File: src/rtl/ex_mem_stage.sv
// EX/MEM pipeline register with a two-entry skid buffer, so the ready seen by EX is registered.
// Also drives the EX/MEM forwarding bus.
module ex_mem_stage #(
  parameter int unsigned DATA_W = 32,
  parameter int unsigned REG_AW = 5
) (
  input  logic              clk,
  input  logic              rst_n,
  input  logic              ex_valid,
  output logic              ex_ready,
  input  logic [DATA_W-1:0] alu_out,
  input  logic              carry_out,
  input  logic [DATA_W-1:0] store_data,
  input  logic [REG_AW-1:0] rd_addr,
  input  logic              mem_read,
  input  logic              mem_write,
  input  logic              reg_write,
  input  logic              mem_to_reg,
  input  logic              flush,
  output logic              mem_valid,
  input  logic              mem_ready,
  output logic [DATA_W-1:0] mem_alu_result,
  output logic              mem_carry,
  output logic [DATA_W-1:0] mem_store_data,
  output logic [REG_AW-1:0] mem_rd_addr,
  output logic              mem_mem_read,
  output logic              mem_mem_write,
  output logic              mem_reg_write,
  output logic              mem_mem_to_reg,
  output logic              fwd_valid,
  output logic [REG_AW-1:0] fwd_rd,
  output logic [DATA_W-1:0] fwd_data
);

  typedef struct packed {
    logic [DATA_W-1:0] alu;
    logic              carry;
    logic [DATA_W-1:0] sdata;
    logic [REG_AW-1:0] rd;
    logic              mem_read;
    logic              mem_write;
    logic              reg_write;
    logic              mem_to_reg;
  } payload_t;

  typedef enum logic [1:0] {ST_EMPTY, ST_FULL, ST_SKID} state_e;

  state_e   state_q, state_d;
  payload_t main_q, main_d;
  payload_t skid_q, skid_d;
  payload_t in_c;
  logic     mem_valid_q, mem_valid_d;
  logic     ex_ready_q, ex_ready_d;
  logic     fwd_valid_q, fwd_valid_d;
  logic     accept_c, retire_c;

  assign in_c = '{alu: alu_out, carry: carry_out, sdata: store_data, rd: rd_addr,
                  mem_read: mem_read, mem_write: mem_write,
                  reg_write: reg_write, mem_to_reg: mem_to_reg};

  // Next-state and entry-load logic; flush overrides every transition.
  always_comb begin
    state_d     = state_q;
    main_d      = main_q;
    skid_d      = skid_q;
    accept_c    = ex_valid & ex_ready_q;
    retire_c    = mem_valid_q & mem_ready;
    case (state_q)
      ST_EMPTY: begin
        if (accept_c) begin
          state_d = ST_FULL;
          main_d  = in_c;
        end
      end
      ST_FULL: begin
        if (accept_c && retire_c) begin
          main_d = in_c;
        end else if (accept_c) begin
          state_d = ST_SKID;
          skid_d  = in_c;
        end else if (retire_c) begin
          state_d = ST_EMPTY;
        end
      end
      ST_SKID: begin
        if (retire_c) begin
          state_d = ST_FULL;
          main_d  = skid_q;
          skid_d  = '0;
        end
      end
      default: state_d = ST_EMPTY;
    endcase
    if (flush) begin
      state_d = ST_EMPTY;
    end
    mem_valid_d = (state_d != ST_EMPTY);
    ex_ready_d  = (state_d != ST_SKID);
    fwd_valid_d = mem_valid_d & main_d.reg_write & ~main_d.mem_read & (main_d.rd != '0);
  end

  always_ff @(posedge clk or negedge rst_n) begin
    if (!rst_n) begin
      state_q     <= ST_EMPTY;
      main_q      <= '0;
      skid_q      <= '0;
      mem_valid_q <= 1'b0;
      ex_ready_q  <= 1'b1;
      fwd_valid_q <= 1'b0;
    end else begin
      state_q     <= state_d;
      main_q      <= main_d;
      skid_q      <= skid_d;
      mem_valid_q <= mem_valid_d;
      ex_ready_q  <= ex_ready_d;
      fwd_valid_q <= fwd_valid_d;
    end
  end

  assign ex_ready       = ex_ready_q;
  assign mem_valid      = mem_valid_q;
  assign mem_alu_result = main_q.alu;
  assign mem_carry      = main_q.carry;
  assign mem_store_data = main_q.sdata;
  assign mem_rd_addr    = main_q.rd;
  assign mem_mem_read   = main_q.mem_read;
  assign mem_mem_write  = main_q.mem_write;
  assign mem_reg_write  = main_q.reg_write;
  assign mem_mem_to_reg = main_q.mem_to_reg;
  assign fwd_valid      = fwd_valid_q;
  assign fwd_rd         = main_q.rd;
  assign fwd_data       = main_q.alu;

endmodule
File: config.mk
export PLATFORM = sky130hd
export DESIGN_NAME = ex_mem_stage
export DESIGN_NICKNAME = d
export VERILOG_FILES = /design/src/rtl/ex_mem_stage.sv
export SDC_FILE = /design/constraint.sdc
export NUM_CORES = 1
export LEC_CHECK = 0
export ABC_AREA = 1
export ABC_CLOCK_PERIOD_IN_PS = 2300
export CAP_MARGIN = 20
export CORE_MARGIN = 8
export CORE_UTILIZATION = 48
export CTS_CLUSTER_DIAMETER = 40
export DETAILED_ROUTE_END_ITERATION = 6
export PLACE_DENSITY = 0.87
export SKIP_CTS_REPAIR_TIMING = 1
export SLEW_MARGIN = 15
export SYNTH_ARGS = -nofsm -noshare
export SYNTH_HDL_FRONTEND = slang
export SYNTH_SLANG_ARGS = --single-unit
File: constraint.sdc
create_clock -name clk -period 2.3 [get_ports clk]
set_clock_uncertainty 0.15 [all_clocks]
set_input_delay 0.46 -clock clk [delete_from_list [all_inputs] [get_ports clk]]
set_output_delay 0.46 -clock clk [all_outputs]
set_load 0.005 [all_outputs]
Word-level counts from Yosys, hierarchy flattened
Index checks and enable logic that the tools add are counted.

storage, ports and cells
  bits in registers = 153
  logic and storage cells = 57

cells by class
  equal/unequal tests = 8
  mux-type cells = 15
  bitwise operators = 6
  reductions and logical operators = 8

operators by type and width
  cell                                                  number
  two-way mux 74 bit                                    6
  one-hot mux 74 bit (3 select lines)                   1
  one-hot mux 74 bit (2 select lines)                   1
  two-way mux 2 bit                                     6
  inequality test 2 bit (second input constant)         6
  AND reduction 4 bit                                   2
  one-hot mux 2 bit (3 select lines)                    1
  AND 1 bit                                             5
  nonzero test 5 bit                                    1
  nonzero test 2 bit                                    2
  nonzero test 3 bit                                    1
  equality test 2 x 1 -> 1 bit (second input constant)  1
  equality test 2 bit (second input constant)           1
  logical NOT 2 bit                                     1
  logical AND 1 bit                                     1
  inverter 1 bit                                        1

Logic depth before layout (Yosys ltp)
Gate-level depths: netlist of run 1.

  depth after elaboration = 10
  mapped depth = 10

Worst setup path after synthesis of run 1
Ideal clock, no wire load.

  path type = register -> register
  from = register ex_ready_q, in the netlist ex_ready
  to = register main_q (netlist bit mem_store_data[10])
  library setup time = 137 ps
  arrival = 1439 ps
  data required time = 2013 ps
  slack = 574 ps
  cell stages (with the launch flop) = 8
  clock period less this slack = 1726 ps
  path through = dfstp_2 -> nand2_1 -> nor2_1 -> nand2_2 -> buf_2 -> buf_2 -> nand3_1 -> o221ai_1

on the way
  word-level cells in the longest chain between the ends = 4
  elaborated cells between the ends (all ways) = 5

ends and longest elaborated chain
  element                                   line  text
  from (decl)                               53    logic ex_ready_q, ex_ready_d;
  from (signal assigned)                    115   ex_ready_q <= ex_ready_d;
  AND 1 bit (*)                             66    accept_c = ex_valid & ex_ready_q;
  logical AND 1 bit                         76    if (accept_c && retire_c) begin
  inequality test 2 bit (no source line)    -
  AND reduction 4 bit (no source line) (*)  -
  to (signal assigned)                      112   main_q <= main_d;
  to (decl)                                 49    payload_t main_q, main_d;

Mark *: on every way between the ends. The rest lies on a longest branch, timed or not.
A chain may end at the register's enable or synchronous reset.

Worst setup path after layout of run 1
  from = register ex_ready_q, in the netlist ex_ready
  to = output ex_ready

RTL lines
  element    line  text
  to (decl)  10    output logic ex_ready,

No word-level cell between the ends.

==> impl_metrics.ini, run 1 <==
[outcome]
outcome = finished clean

[synthesis]
synthXorXnorAreaFrac_pct = 0
synth_simple_gate_area_share_pct = 14.5
synth.area.top_cells = sky130_fd_sc_hd__dfrtp_1, sky130_fd_sc_hd__nand3_1, sky130_fd_sc_hd__inv_1, sky130_fd_sc_hd__o211ai_1, sky130_fd_sc_hd__buf_4
synth-adder-area-share_pct = 0
synth.yosys.warnings = 0
synthesized_area_divided_by_synthesized_cell_count_um2 = 9.48
yosys.cell_types.count = 23
combinational_family_with_the_most_area_after_synthesis = simple AND/OR/NAND/NOR gates
compound_gate_fraction_of_synth_area_pct = 14.2
synth_register_bits = 153
synth_top_area_share_pct = 56.4
library_cell_occupying_the_most_area_in_the_post_synthesis_netlist = sky130_fd_sc_hd__dfrtp_1
netlist_area_um2 = 6740
ys_seq_area_share_pct = 56.8
synthMuxAreaShare_pct = 0
postSynthNetCount = 790
syn_inst = 711

[placed_design]
placedCellCount = 1017
place_congestion = 0.794
dpl_cell_area_um2 = 8650
portBuffers = 192
dp_hpwl_um = 12100

[routing]
vias_per_cell = 5.36
drt_pre_antenna_iters = 6
wl_per_cell_um = 17.0
post-route-drc-count = 0
dr.first_iter.drc_count = 366
vias = 5637
ant_nets = 0
detail_route.wirelength_um = 17800

[clock_network]
cts.sink_count = 153
number_of_cts_inserted_buffers = 17
cts_root_buf = sky130_fd_sc_hd__clkbuf_16
cts_tree = built
clock_latency_ns = 0.42
clockBufferDepth = 2
clk_pin_slew_worst_paths_ns = 0.06
clock_tree.htree_level_count = 4

[sta]
worst_slew_pin_slew_ns = 0.531
max_freq_mhz = 486
min_period_ns = 2.06
final_hold_viol_count = 0
setup_violations = 0
final_period_utilization_pct = 89.4
max_slew_margin_pct = 64.6
rsz_0062_raised_after_global_routing = no
fin_setup_tns_ns = 0
slew_violations = 0

[critical_path]
critical_path_buf_inv_count = 1
worst_r2r_startpoint = ex_ready$_DFF_PN1_
worst-endpoint-required_ns = 1.69
ff2ff_setup_slack_ns = 0.41
worst-path-max-fanout = 2
worst_path_largest_cell_delay_ns = 0.53
critical_path.reg2reg.endpoint = fwd_data[18]$_DFFE_PN0P_
ff2ff_path_depth = 6
worstSetupEndpointType = output port
crit_arrival_ns = 1.45
worst_setup_path_startpoint = ex_ready$_DFF_PN1_
critical_path.cell_chain = clkdlybuf4s50_1
critical_path.top_delay_family = flip-flops
criticalPathCategory = flip-flop to output port
slowest_stage = sky130_fd_sc_hd__dfstp_2
worst_setup_path_start_kind = flip-flop

[pwr]
power.combinational.fraction_pct = 29.7
total_switching_power_mw = 2.84
power_frac_seq_pct = 42.7
power_density_nw_per_um2 = 1070
power_leakage_nw = 4.28
internal_power_mw = 7.02
worst_ir_drop_vdd_uv = 483
switching_share_pct = 28.8
power.share.clock_pct = 27.6

[global_route]
grt_util_all_layers_pct = 19.7
gr-total-overflow = 0
antenna_found_initial = 0
first_global_vias = 5657
grt_first_pass_wirelength_um = 28600
grt_start_max_net_pins = 82

[floorplan]
design.portCount = 193
initial_utilization_pct = 48.8
coreArea_um2 = 13800
std_cell_rows = 43
chipHeight_um = 135
die_area_um2 = 18100
floorplan.die.width_um = 135

[finish]
fin_nets = 936
largest_register_ffs = 74
num-fill-cells = 1040
sequential_cell_area_um2 = 3830
layout.cells.most_common = sky130_fd_sc_hd__clkdlybuf4s50_1
area_delta_synth_final_pct = 36.9
fraction_of_final_layout_cells_with_drive_strength_greater_than_1_pct = 7.13
regMostFlops = skid_q
layout.cells.most_common_list = sky130_fd_sc_hd__clkdlybuf4s50_1, sky130_fd_sc_hd__dfrtp_1, sky130_fd_sc_hd__nand3_1
instances_no_fill = 1051
multi_input_area_um2 = 1960
stdcell_area_um2 = 9230

[min_path]
worst_hold_path_type = flip-flop to flip-flop
timing.hold.worst.start = skid_q[67]$_DFFE_PN0P_
number_of_instances_on_the_worst_hold_path = 2
worstHoldEndpoint = fwd_data[25]$_DFFE_PN0P_

[run]
maxCapViolations = 0
-- metrics by stage --
| step | total power [mW] | setup slack, ns | hold slack, ns | utilization (%) |
|---|---|---|---|---|
| floorplan | 5.65 | 0.574 | 0.0144 | - |
| global placement | 7.03 | 0.0874 | 0.284 | 62.5 |
| detailed placement | 7.18 | 0.0232 | 0.283 | 62.5 |
| CTS | 9.94 | 0.214 | -0.173 | 66.7 |
| global route | 10.4 | 0.201 | 0.380 | 66.8 |
| finish | 9.86 | 0.244 | 0.357 | 66.8 |
-- worst max-delay path by stage --
stage / cells after the start / slack (ns) / end
after CTS: 1 / 0.21 / ex_ready
after global routing: 1 / 0.20 / ex_ready
after floorplan: 7 / 0.57 / mem_store_data[10]$_DFFE_PN0P_
after global placement: 7 / 0.09 / fwd_data[13]$_DFFE_PN0P_
after detailed placement: 7 / 0.02 / fwd_data[7]$_DFFE_PN0P_
final: 1 / 0.24 / ex_ready
-- power groups by stage --
stage               logic (mW)  registers (mW)  clock network (mW)
floorplan                 1.50            4.15                   0
finish                    2.93            4.21                2.72
CTS                       2.98            4.20                2.76
detailed placement        2.95            4.23                   0
global route              3.23            4.31                2.87
global placement          2.84            4.18                   0
-- per-layer routing --
metal	global-route usage (%)	share of wire, %	up-vias	routed length [um]
met2	33.9	52	184	9250
met3	4.16	4.6	40	828
met1	22.4	40	2749	7110
li1	-	-	2664	-
met5	0	0	-	0
met4	10.9	3.6	0	638
-- synthesized netlist by cell type, drive strengths merged --
cell / instances
nand4: 1
inv: 117
nand3: 122
buf: 83
o22ai: 28
o221ai: 26
nor3: 1
clkbuf: 4
o211ai: 42
nand2: 69
dfrtp: 152
nor2: 18
o21ai: 47
dfstp: 1
-- cells by family after synthesis --
logic type,count (synthesis)
simple gates,211
buf+inv,204
flops,153
compound gates,143
-- area by class of cell --
type | count | share of cell area (%)
Antenna cell | 1 | 0.0271
Clock inverter | 8 | 1.02
Sequential cell | 153 | 41.5
Tap cell | 180 | 2.44
Multi-Input combinational cell | 354 | 21.2
Clock buffer | 24 | 5.22
Inverter | 117 | 4.77
Timing Repair Buffer | 214 | 23.9
-- tightest hold or removal path, stage by stage (launching register included) --
cell and delay [ns]:
sky130_fd_sc_hd__dfrtp_1 0.34, sky130_fd_sc_hd__nand2_1 0.05, sky130_fd_sc_hd__o211ai_1 0.07
Note: power is estimated with default switching activity, not from simulation.
==> run 2, diff against run 1 <==
--- a/config.mk
+++ b/config.mk
@@ -14,2 +14,3 @@
 export DETAILED_ROUTE_END_ITERATION = 6
+export HOLD_SLACK_MARGIN = 0.08
 export PLACE_DENSITY = 0.87
--- a/constraint.sdc
+++ b/constraint.sdc
@@ -4,2 +4,2 @@
 set_output_delay 0.46 -clock clk [all_outputs]
-set_load 0.005 [all_outputs]
+set_load 0.02 [all_outputs]
==> results of run 2 <==
The final DEF is identical to that of run 1. Status: finished clean.
Main changes from that run: setup slack after layout 0.244 ns -> 0.141 ns; total power 9.86 mW -> 10.5 mW; worst IR drop on VDD 483 uV -> 509 uV
